$ cat config.mk
export PLATFORM = sky130hd
export DESIGN_NAME = mdu_exec_unit
export DESIGN_NICKNAME = d
export VERILOG_FILES = /design/src/rtl/mdu_exec_unit.sv
export SDC_FILE = /design/constraint.sdc
export NUM_CORES = 2
export LEC_CHECK = 0
export BUFFER_PORTS_ARGS = -buffer_cell sky130_fd_sc_hd__buf_2
export CORE_ASPECT_RATIO = 1.2
export CORE_UTILIZATION = 30
export DETAILED_ROUTE_END_ITERATION = 6
export GPL_TIMING_DRIVEN = 0
export PLACE_DENSITY = 0.41
export SLEW_MARGIN = 20
export SYNTH_ARGS = -nofsm -noshare
export SYNTH_HDL_FRONTEND = slang
export SYNTH_SLANG_ARGS = --single-unit
$ cat constraint.sdc
create_clock -name clk -period 11.65 [get_ports clk]
set_input_delay 0.5825 -clock clk [delete_from_list [all_inputs] [get_ports clk]]
set_output_delay 0.5825 -clock clk [all_outputs]
set_load 0.1 [all_outputs]
$ cat src/rtl/mdu_exec_unit.sv
// mdu_exec_unit: multiply/divide execution unit, one operation in flight.
// Multiplies spend MUL_LAT cycles in MUL; divides run a radix-2 restoring
// loop over DATA_W cycles followed by a one-cycle sign fix-up. The result
// is held under valid/ready until the downstream FIFO takes it.
// Optional build macro MDU_DIV_BYPASS_EN: divides whose quotient is
// trivially 0 or all-ones (|dividend| < |divisor|, or divisor == 0) skip
// the iterative loop and go straight to the fix-up cycle.
module mdu_exec_unit #(
  parameter int DATA_W  = 32,
  parameter int TAG_W   = 6,
  parameter int MUL_LAT = 2
) (
  input  logic              clk,
  input  logic              rst_n,
  input  logic              flush,
  input  logic              valid_i,
  output logic              ready_o,
  input  logic [2:0]        op_i,
  input  logic [DATA_W-1:0] src0_i,
  input  logic [DATA_W-1:0] src1_i,
  input  logic [TAG_W-1:0]  tag_i,
  output logic              valid_o,
  input  logic              ready_i,
  output logic [DATA_W-1:0] data_o,
  output logic [TAG_W-1:0]  tag_o
);

  typedef enum logic [2:0] {IDLE, MUL, DIV, FIX, DONE} state_t;

  localparam int CNT_MAX = (DATA_W > MUL_LAT) ? DATA_W : MUL_LAT;
  localparam int CNT_W   = $clog2(CNT_MAX) + 1;

  // Absolute value; the most negative input maps onto itself, which read
  // as unsigned is exactly its magnitude.
  function automatic logic [DATA_W-1:0] magnitude(input logic signed [DATA_W-1:0] x);
    logic [DATA_W-1:0] u;
    u = x;
    return x[DATA_W-1] ? -u : u;
  endfunction

  function automatic logic [DATA_W-1:0] negate_if(input logic [DATA_W-1:0] x, input logic neg);
    return neg ? -x : x;
  endfunction

  state_t                  state;
  state_t                  start_state;
  logic [CNT_W-1:0]        cnt;
  logic [CNT_W-1:0]        start_cnt;
  logic [1:0]              op_r;
  logic [TAG_W-1:0]        tag_r;
  logic [DATA_W-1:0]       a_r;
  logic [DATA_W-1:0]       b_r;
  logic [DATA_W-1:0]       rem_r;
  logic                    neg_q;
  logic                    neg_r;

  logic                    accept;
  logic                    sgn_div;
  logic [DATA_W-1:0]       src0_mag;
  logic [DATA_W-1:0]       src1_mag;
  logic [DATA_W:0]         shifted;
  logic [DATA_W:0]         diff;
  logic [2*DATA_W-1:0]     a_ext;
  logic [2*DATA_W-1:0]     b_ext;
  logic signed [2*DATA_W-1:0] prod;
  logic [DATA_W-1:0]       mul_res;
  logic [DATA_W-1:0]       div_res;

  assign ready_o = ((state == IDLE) | ((state == DONE) & ready_i)) & ~flush;
  assign valid_o = (state == DONE);
  assign accept  = valid_i & ready_o;

  // DIV/MOD (op 4/5) are the signed divides; op[1] set marks unsigned.
  assign sgn_div  = ~op_i[1];
  assign src0_mag = sgn_div ? magnitude(src0_i) : src0_i;
  assign src1_mag = sgn_div ? magnitude(src1_i) : src1_i;

`ifdef MDU_DIV_BYPASS_EN
  logic bypass;
  assign bypass      = (src1_mag == '0) | (src0_mag < src1_mag);
  assign start_state = !op_i[2] ? MUL : (bypass ? FIX : DIV);
`else
  assign start_state = op_i[2] ? DIV : MUL;
`endif
  assign start_cnt = op_i[2] ? CNT_W'(DATA_W - 1) : CNT_W'(MUL_LAT - 1);

  // One restoring step: shift in the next dividend bit and trial-subtract.
  assign shifted = {rem_r, a_r[DATA_W-1]};
  assign diff    = shifted - {1'b0, b_r};

  // Only MULH sign-extends; MUL, MULHU and the reserved opcode zero-extend.
  assign a_ext   = (op_r == 2'b01) ? {{DATA_W{a_r[DATA_W-1]}}, a_r} : {{DATA_W{1'b0}}, a_r};
  assign b_ext   = (op_r == 2'b01) ? {{DATA_W{b_r[DATA_W-1]}}, b_r} : {{DATA_W{1'b0}}, b_r};
  assign prod    = $signed(a_ext) * $signed(b_ext);
  assign mul_res = ((op_r == 2'b01) || (op_r == 2'b10)) ? prod[2*DATA_W-1:DATA_W] : prod[DATA_W-1:0];

  // op[0] selects remainder (MOD/MODU) over quotient (DIV/DIVU).
  assign div_res = op_r[0] ? negate_if(rem_r, neg_r) : negate_if(a_r, neg_q);

  // Control FSM: sequencing, latency counter, flush/reset kill.
  always_ff @(posedge clk) begin
    if (!rst_n) begin
      state <= IDLE;
      cnt   <= '0;
    end else if (flush) begin
      state <= IDLE;
    end else if (accept) begin
      state <= start_state;
      cnt   <= start_cnt;
    end else begin
      case (state)
        MUL: begin
          if (cnt == '0) state <= DONE;
          else           cnt   <= cnt - CNT_W'(1);
        end
        DIV: begin
          if (cnt == '0) state <= FIX;
          else           cnt   <= cnt - CNT_W'(1);
        end
        FIX:     state <= DONE;
        DONE:    if (ready_i) state <= IDLE;
        default: state <= IDLE;
      endcase
    end
  end

  // Operand capture and divider iteration; the quotient shifts into a_r
  // as the dividend bits shift out of it.
  always_ff @(posedge clk) begin
    if (accept) begin
      op_r  <= op_i[1:0];
      tag_r <= tag_i;
      neg_q <= op_i[2] & sgn_div & (src0_i[DATA_W-1] ^ src1_i[DATA_W-1]) & (src1_i != '0);
      neg_r <= op_i[2] & sgn_div & src0_i[DATA_W-1];
      rem_r <= '0;
      if (op_i[2]) begin
        a_r <= src0_mag;
        b_r <= src1_mag;
`ifdef MDU_DIV_BYPASS_EN
        if (bypass) begin
          a_r   <= (src1_mag == '0) ? '1 : '0;
          rem_r <= src0_mag;
        end
`endif
      end else begin
        a_r <= src0_i;
        b_r <= src1_i;
      end
    end else if (state == DIV) begin
      a_r   <= {a_r[DATA_W-2:0], ~diff[DATA_W]};
      rem_r <= diff[DATA_W] ? shifted[DATA_W-1:0] : diff[DATA_W-1:0];
    end
  end

  // Result register, loaded on the cycle before DONE and held through it.
  always_ff @(posedge clk) begin
    if (!rst_n) begin
      data_o <= '0;
      tag_o  <= '0;
    end else if (!flush && (state == MUL) && (cnt == '0)) begin
      data_o <= mul_res;
      tag_o  <= tag_r;
    end else if (!flush && (state == FIX)) begin
      data_o <= div_res;
      tag_o  <= tag_r;
    end
  end

endmodule

### After elaboration in Yosys (flattened, before gate mapping)

Index checks and enable logic that the tools add are counted.

* word-level logic and storage cells: 85
* output and inout port bits: 40
* bits of input ports: 78
* bits in registers: 153

* eq/ne operators: 10
* $mul: 1
* bitwise operators: 13
* $add $sub $neg: 6
* multiplexer cells: 29
* reductions and logical operators: 15

Operators by type and width (number)
* 32-bit two-way mux: 15
* 64-bit two-way mux: 2
* 32-bit negation: 4
* 64-bit by 64-bit multiplier with 64-bit output: 1
* 33-bit by 32-bit subtractor with 33-bit output: 1
* 32-bit nonzero test: 1
* 6-bit two-way mux: 5
* 3-bit two-way mux: 4
* 3-bit one-hot mux with 4 select lines: 1
* 1-bit AND: 7
* 3-bit by 2-bit equality test with 1-bit output, second input constant: 2
* 6-bit zero test: 1
* 3-bit inequality test, second input constant: 2
* 3-bit AND reduction: 2
* 2-bit nonzero test: 3
* 6-bit by 1-bit subtractor with 6-bit output, second input constant: 1
* 5-bit two-way mux: 1
* 1-bit inverter: 4
* 2-bit OR reduction: 2
* 3-bit by 1-bit equality test with 1-bit output, second input constant: 1
* 3-bit equality test, second input constant: 1
* 1-bit logical AND: 3
* 3-bit zero test: 1
* 3-bit by 1-bit inequality test with 1-bit output, second input constant: 1
* 8 further kinds: 8

### Depth between registers and ports, before layout

* depth after elaboration: 7
* depth in mapped cells: 37

### Worst setup path before layout

Ideal clock, no wire load.

* kind: reg-to-reg
* start point: reg op_r[0]
* end point: reg data_o[24]
* path buffers: 3
* cell stages (with the launch flop): 34
* slack: 2.193 ns
* setup time: 0.124 ns
* arrival time: 9.333 ns
* required time: 11.526 ns
* path through: edfxtp_1 > ha_1 > and2_1 > clkbuf_1 > clkbuf_1 > nand2_1 > inv_1 > fa_1 > inv_1 > fa_1 > inv_1 > fa_1 > inv_1 > fa_1 > inv_1 > fa_1 > fa_1 > fa_1 > fa_1 > fa_1 > inv_1 > fa_1 > inv_1 > ha_1 > clkbuf_1 > nand2_1 > nor3_1 > nand2b_1 > or4_1 > a21oi_1 > nor2_1 > o311a_1 > nor3_1 > o21ai_0

* longest elaborated chain between the ends: 5
* elaborated cells between the ends (all ways): 10
* those cells by class: mul: 1; eq/ne: 2; mux: 6; reduce/logical: 1

Ends and longest elaborated chain
* start: declaration: RTL line 49 `logic [1:0] op_r;`
* start signal: assignment: RTL line 131 `op_r <= op_i[1:0];`
* 2-bit by 1-bit equality test with 1-bit output: RTL line 92, 93, 95
* 64-bit two-way mux (on tied branches): RTL line 92, 93
* 64-bit by 64-bit multiplier with 64-bit output: RTL line 94 `assign prod = $signed(a_ext) * $signed(b_ext);`
* 32-bit two-way mux: RTL line 95 `assign mul_res = ((op_r == 2'b01) || (op_r == 2'b10)) ? prod[2*DATA_W-1:DATA_W] : prod[DATA_W-1:0];`
* 32-bit two-way mux (*): RTL line 160 `end else if (!flush && (state == MUL) && (cnt == '0)) begin`
* end signal: assignment: RTL line 161 `data_o <= mul_res;`
* end signal: assignment: RTL line 164 `data_o <= div_res;`
* end: declaration: RTL line 24 `output logic [DATA_W-1:0] data_o,`

Mark *: on every way between the ends. The rest lies on a longest branch, timed or not. The select of a mux whose other input is x is not followed.
A chain may end at the register's enable or synchronous reset.

### Final worst setup path

* start point: reg a_r[31]
* end point: reg data_o[30]

* longest elaborated chain between the ends: 4

Ends and longest elaborated chain
* start: declaration: RTL line 51 `logic [DATA_W-1:0] a_r;`
* start signal: assignment: RTL line 137 `a_r <= src0_mag;`
* start signal: assignment: RTL line 146 `a_r <= src0_i;`
* start signal: assignment: RTL line 150 `a_r <= {a_r[DATA_W-2:0], ~diff[DATA_W]};`
* 64-bit two-way mux: RTL line 92 `assign a_ext = (op_r == 2'b01) ? {{DATA_W{a_r[DATA_W-1]}}, a_r} : {{DATA_W{1'b0}}, a_r};`
* 64-bit by 64-bit multiplier with 64-bit output: RTL line 94
* 32-bit two-way mux: RTL line 95
* 32-bit two-way mux: RTL line 160

Every way passes these cells.

==> out/results.tsv <==
stage	metric	value	unit
timing	tightest_slew	1370	ps
floorplanning	pin_count	118	
setup_path	crit_fanout	10	
placed_design	hpwl	242000	um
placed_design	place_ws	-851	ps
floorplanning	std_cell_rows	178	
setup_path	rrSetupSlack	260	ps
synthesis	synth_cells	6471	
global_route	antenna_found_initial	47	
timing	final_max_slew_viol_count	0	
synthesis	synth_common_cells	1,582 x inv_1, 1,426 x fa_1, 738 x nand2_1, 517 x and2_1, 383 x ha_1	
setup_path	cp_common_cell	fa_1	
cts	clock_sinks	153	
synthesis	synth_top_area_frac	0.483	
cts	clockRootBuffer	clkbuf_16	
timing	hold_violations	0	
outcome	violations	design-rule violations	
run	drv_cap	0	
final_layout	drive_above_1_share	0.0435	
worst_hold_path	min_from	tag_i[1]	
timing	rsz0062_at_grt	no	
synthesis	netlist_area	59100	um2
timing	max_freq	87.8	MHz
cts	clkTransAtPathRegs	110	ps
timing	fin_skew	34.2	ps
cts	clk_latency	570	ps
worst_hold_path	holdPathStages	1	
timing	relSlewSlack	0.0839	
synthesis	ys_types	89	
placed_design	place.gp.congestion	1.00	
floorplanning	start_util	0.302	
detailed_routing	wl_per_cell	31.1	um
detailed_routing	via_per_inst	5.07	
setup_path	cp_slowest_cell	fa_2	
cts	cts_max_path_buffers	2	
detailed_routing	vias	46900	
detailed_routing	drtPass1Iterations	7	
synthesis	syn_nets	8358	
global_route	grt_usage	0.295	
global_route	first_global_vias	51300	
synthesis	synth.area.top_cells	fa_1 48%, inv_1 10%, ha_1 8.1%	
synthesis	synth_largest_area_cell	fa_1	
worst_hold_path	hp-class	in -> reg	
synthesis	syn_avg_cell_area	9.14	um2
setup_path	worstPathRequired	12100	ps
cts	cts_made_buffers	17	
floorplanning	dieArea	199000	um2
setup_path	cp-start-kind	flop	
detailed_routing	drc	3	
synthesis	ys.flop_type	dfxtp_1	
timing	period_minus_slack	11390	ps
floorplanning	die_y	488	um
synthesis	ys_warn_count	0	
global_route	grt_pass1_wl	402000	um
setup_path	cp-end-kind	flop	
detailed_routing	ant_nets	0	
placed_design	portBuffers	117	
setup_path	r2r-end	data_o[30]$_SDFFE_PN0P_	
synthesis	synth-seq-area-share	0.0643	
timing	timing.setup.tns	0	ps
timing	hold_ws	206	ps
final_layout	final_nets	8499	
setup_path	worstPathArrival	11850	ps
timing	setup_ws	256	ps
synthesis	yosys.cell_count.top_type	inv_1	
setup_path	crit_type	reg -> reg	
global_route	grt_max_degree	35	
detailed_routing	drtIter0Drc	3970	
setup_path	worst_path_largest_cell_delay	790	ps
synthesis	synth_edf_count	74	
cts	cts_setup_buffers	0	
floorplanning	core	196000	um2
synthesis	async_reset_ff_frac	0	
worst_hold_path	min_to	tag_r[1]$_DFFE_PP_	
timing	setup_viol	0	
timing	min_period_over_period	0.978	
synthesis	synth_seq_cells	153	
detailed_routing	wl	289000	um
setup_path	reg2reg_from	a_r[31]$_DFFE_PP_	
outcome	status	finished, violations left	
final_layout	syn_to_final_growth	8.09	%
global_route	grt_overflow_total	0	
setup_path	ff2ff_path_depth	31	
cts	tritoncts	built	
floorplanning	die_w	407	um
cts	cts_htree_levels	4	
[repair_timing]
item | 4_1_cts | 5_1_grt
endpoints found under the setup margin | 16 | 9
hold buffers | 0 | 0
gates resized for setup | 6 | 9
[worst max-delay path, delay by kind of cell, from the launching register on]
| family | cells | cell delay, ps |
|---|---|---|
| XOR/XNOR | 1 | 390 |
| adder cells (fa/ha/maj) | 11 | 6540 |
| flip-flops | 1 | 520 |
| buffers and inverters | 9 | 1650 |
| AND/OR/NAND/NOR | 2 | 560 |
| AO/OA/AOI/OAI | 8 | 1570 |
[how the worst max path moves through the flow]
| stage | from | slack (ps) | to | depth (start not counted) |
|---|---|---|---|---|
| CTS | a_r[28]$_DFFE_PP_ | 130 | data_o[29]$_SDFFE_PN0P_ | 31 |
| global route | a_r[31]$_DFFE_PP_ | 0.06 | data_o[29]$_SDFFE_PN0P_ | 30 |
| floorplan | op_r[0]$_DFFE_PP_ | 2190 | data_o[24]$_SDFFE_PN0P_ | 33 |
| finish | a_r[31]$_DFFE_PP_ | 260 | data_o[30]$_SDFFE_PN0P_ | 31 |
| detailed placement | a_r[31]$_DFFE_PP_ | -850 | data_o[24]$_SDFFE_PN0P_ | 33 |
| global placement | a_r[31]$_DFFE_PP_ | -810 | data_o[24]$_SDFFE_PN0P_ | 33 |
[area by class of cell]
| class | count | area (um2) |
|---|---|---|
| fill | 21000 | 132000 |
| multi-input combinational | 4417 | 48200 |
| inverter | 1584 | 5950 |
| sequential | 153 | 3800 |
| tap | 2610 | 3270 |
| buffer | 315 | 1300 |
| timing repair buffer | 124 | 732 |
| clock buffer | 17 | 425 |
| clock inverter | 15 | 135 |
| antenna | 28 | 70.1 |
[through the flow]
step                utilization  cell area, um2  cells
floorplan                     -           59100   6471
global placement          0.321           63000   9198
detailed placement        0.323           63300   9205
CTS                       0.326           63900   9237
global route              0.326           63900   9240
finish                    0.326           63900   9263
[sequential cells by signal (all words and copies together) (netlist names), 3 cells and up]
register  cells
a_r          32
b_r          32
tag_o         6
cnt           6
data_o       32
rem_r        32
tag_r         6
state         3
[kinds of logic after synthesis]
family,count (synthesis),synth area share
xor gates and xnor gates,254,0.0378
AOI/OAI and AO/OA,618,0.0666
buffers and inverters,1901,0.121
adders and majority gates,1812,0.564
muxes,33,0.00563
and+or+nand+nor,1700,0.141
DFF,153,0.0643
[cell usage in the layout (no fill, tap or decap), types with 136 or more instances in the layout]
| master | n |
|---|---|
| inv_1 | 1579 |
| fa_1 | 1425 |
| nand2_1 | 738 |
| and2_1 | 516 |
| ha_1 | 381 |
| clkbuf_1 | 211 |
| nor2_1 | 185 |
| o21ai_0 | 170 |
| xnor2_1 | 163 |
| a21oi_1 | 154 |
| buf_2 | 136 |
[layer usage]
layer / track usage / vias up / share of wire
li1: - / 19600 / -
met4: 0.231 / 12 / 0.092
met5: 0 / - / 0.00032
met2: 0.497 / 1861 / 0.48
met3: 0.0447 / 604 / 0.058
met1: 0.336 / 24800 / 0.37
Power is left out: the tool's default activity adds up to more than one toggle a clock period on the data nets, which glitch-free logic cannot reach.
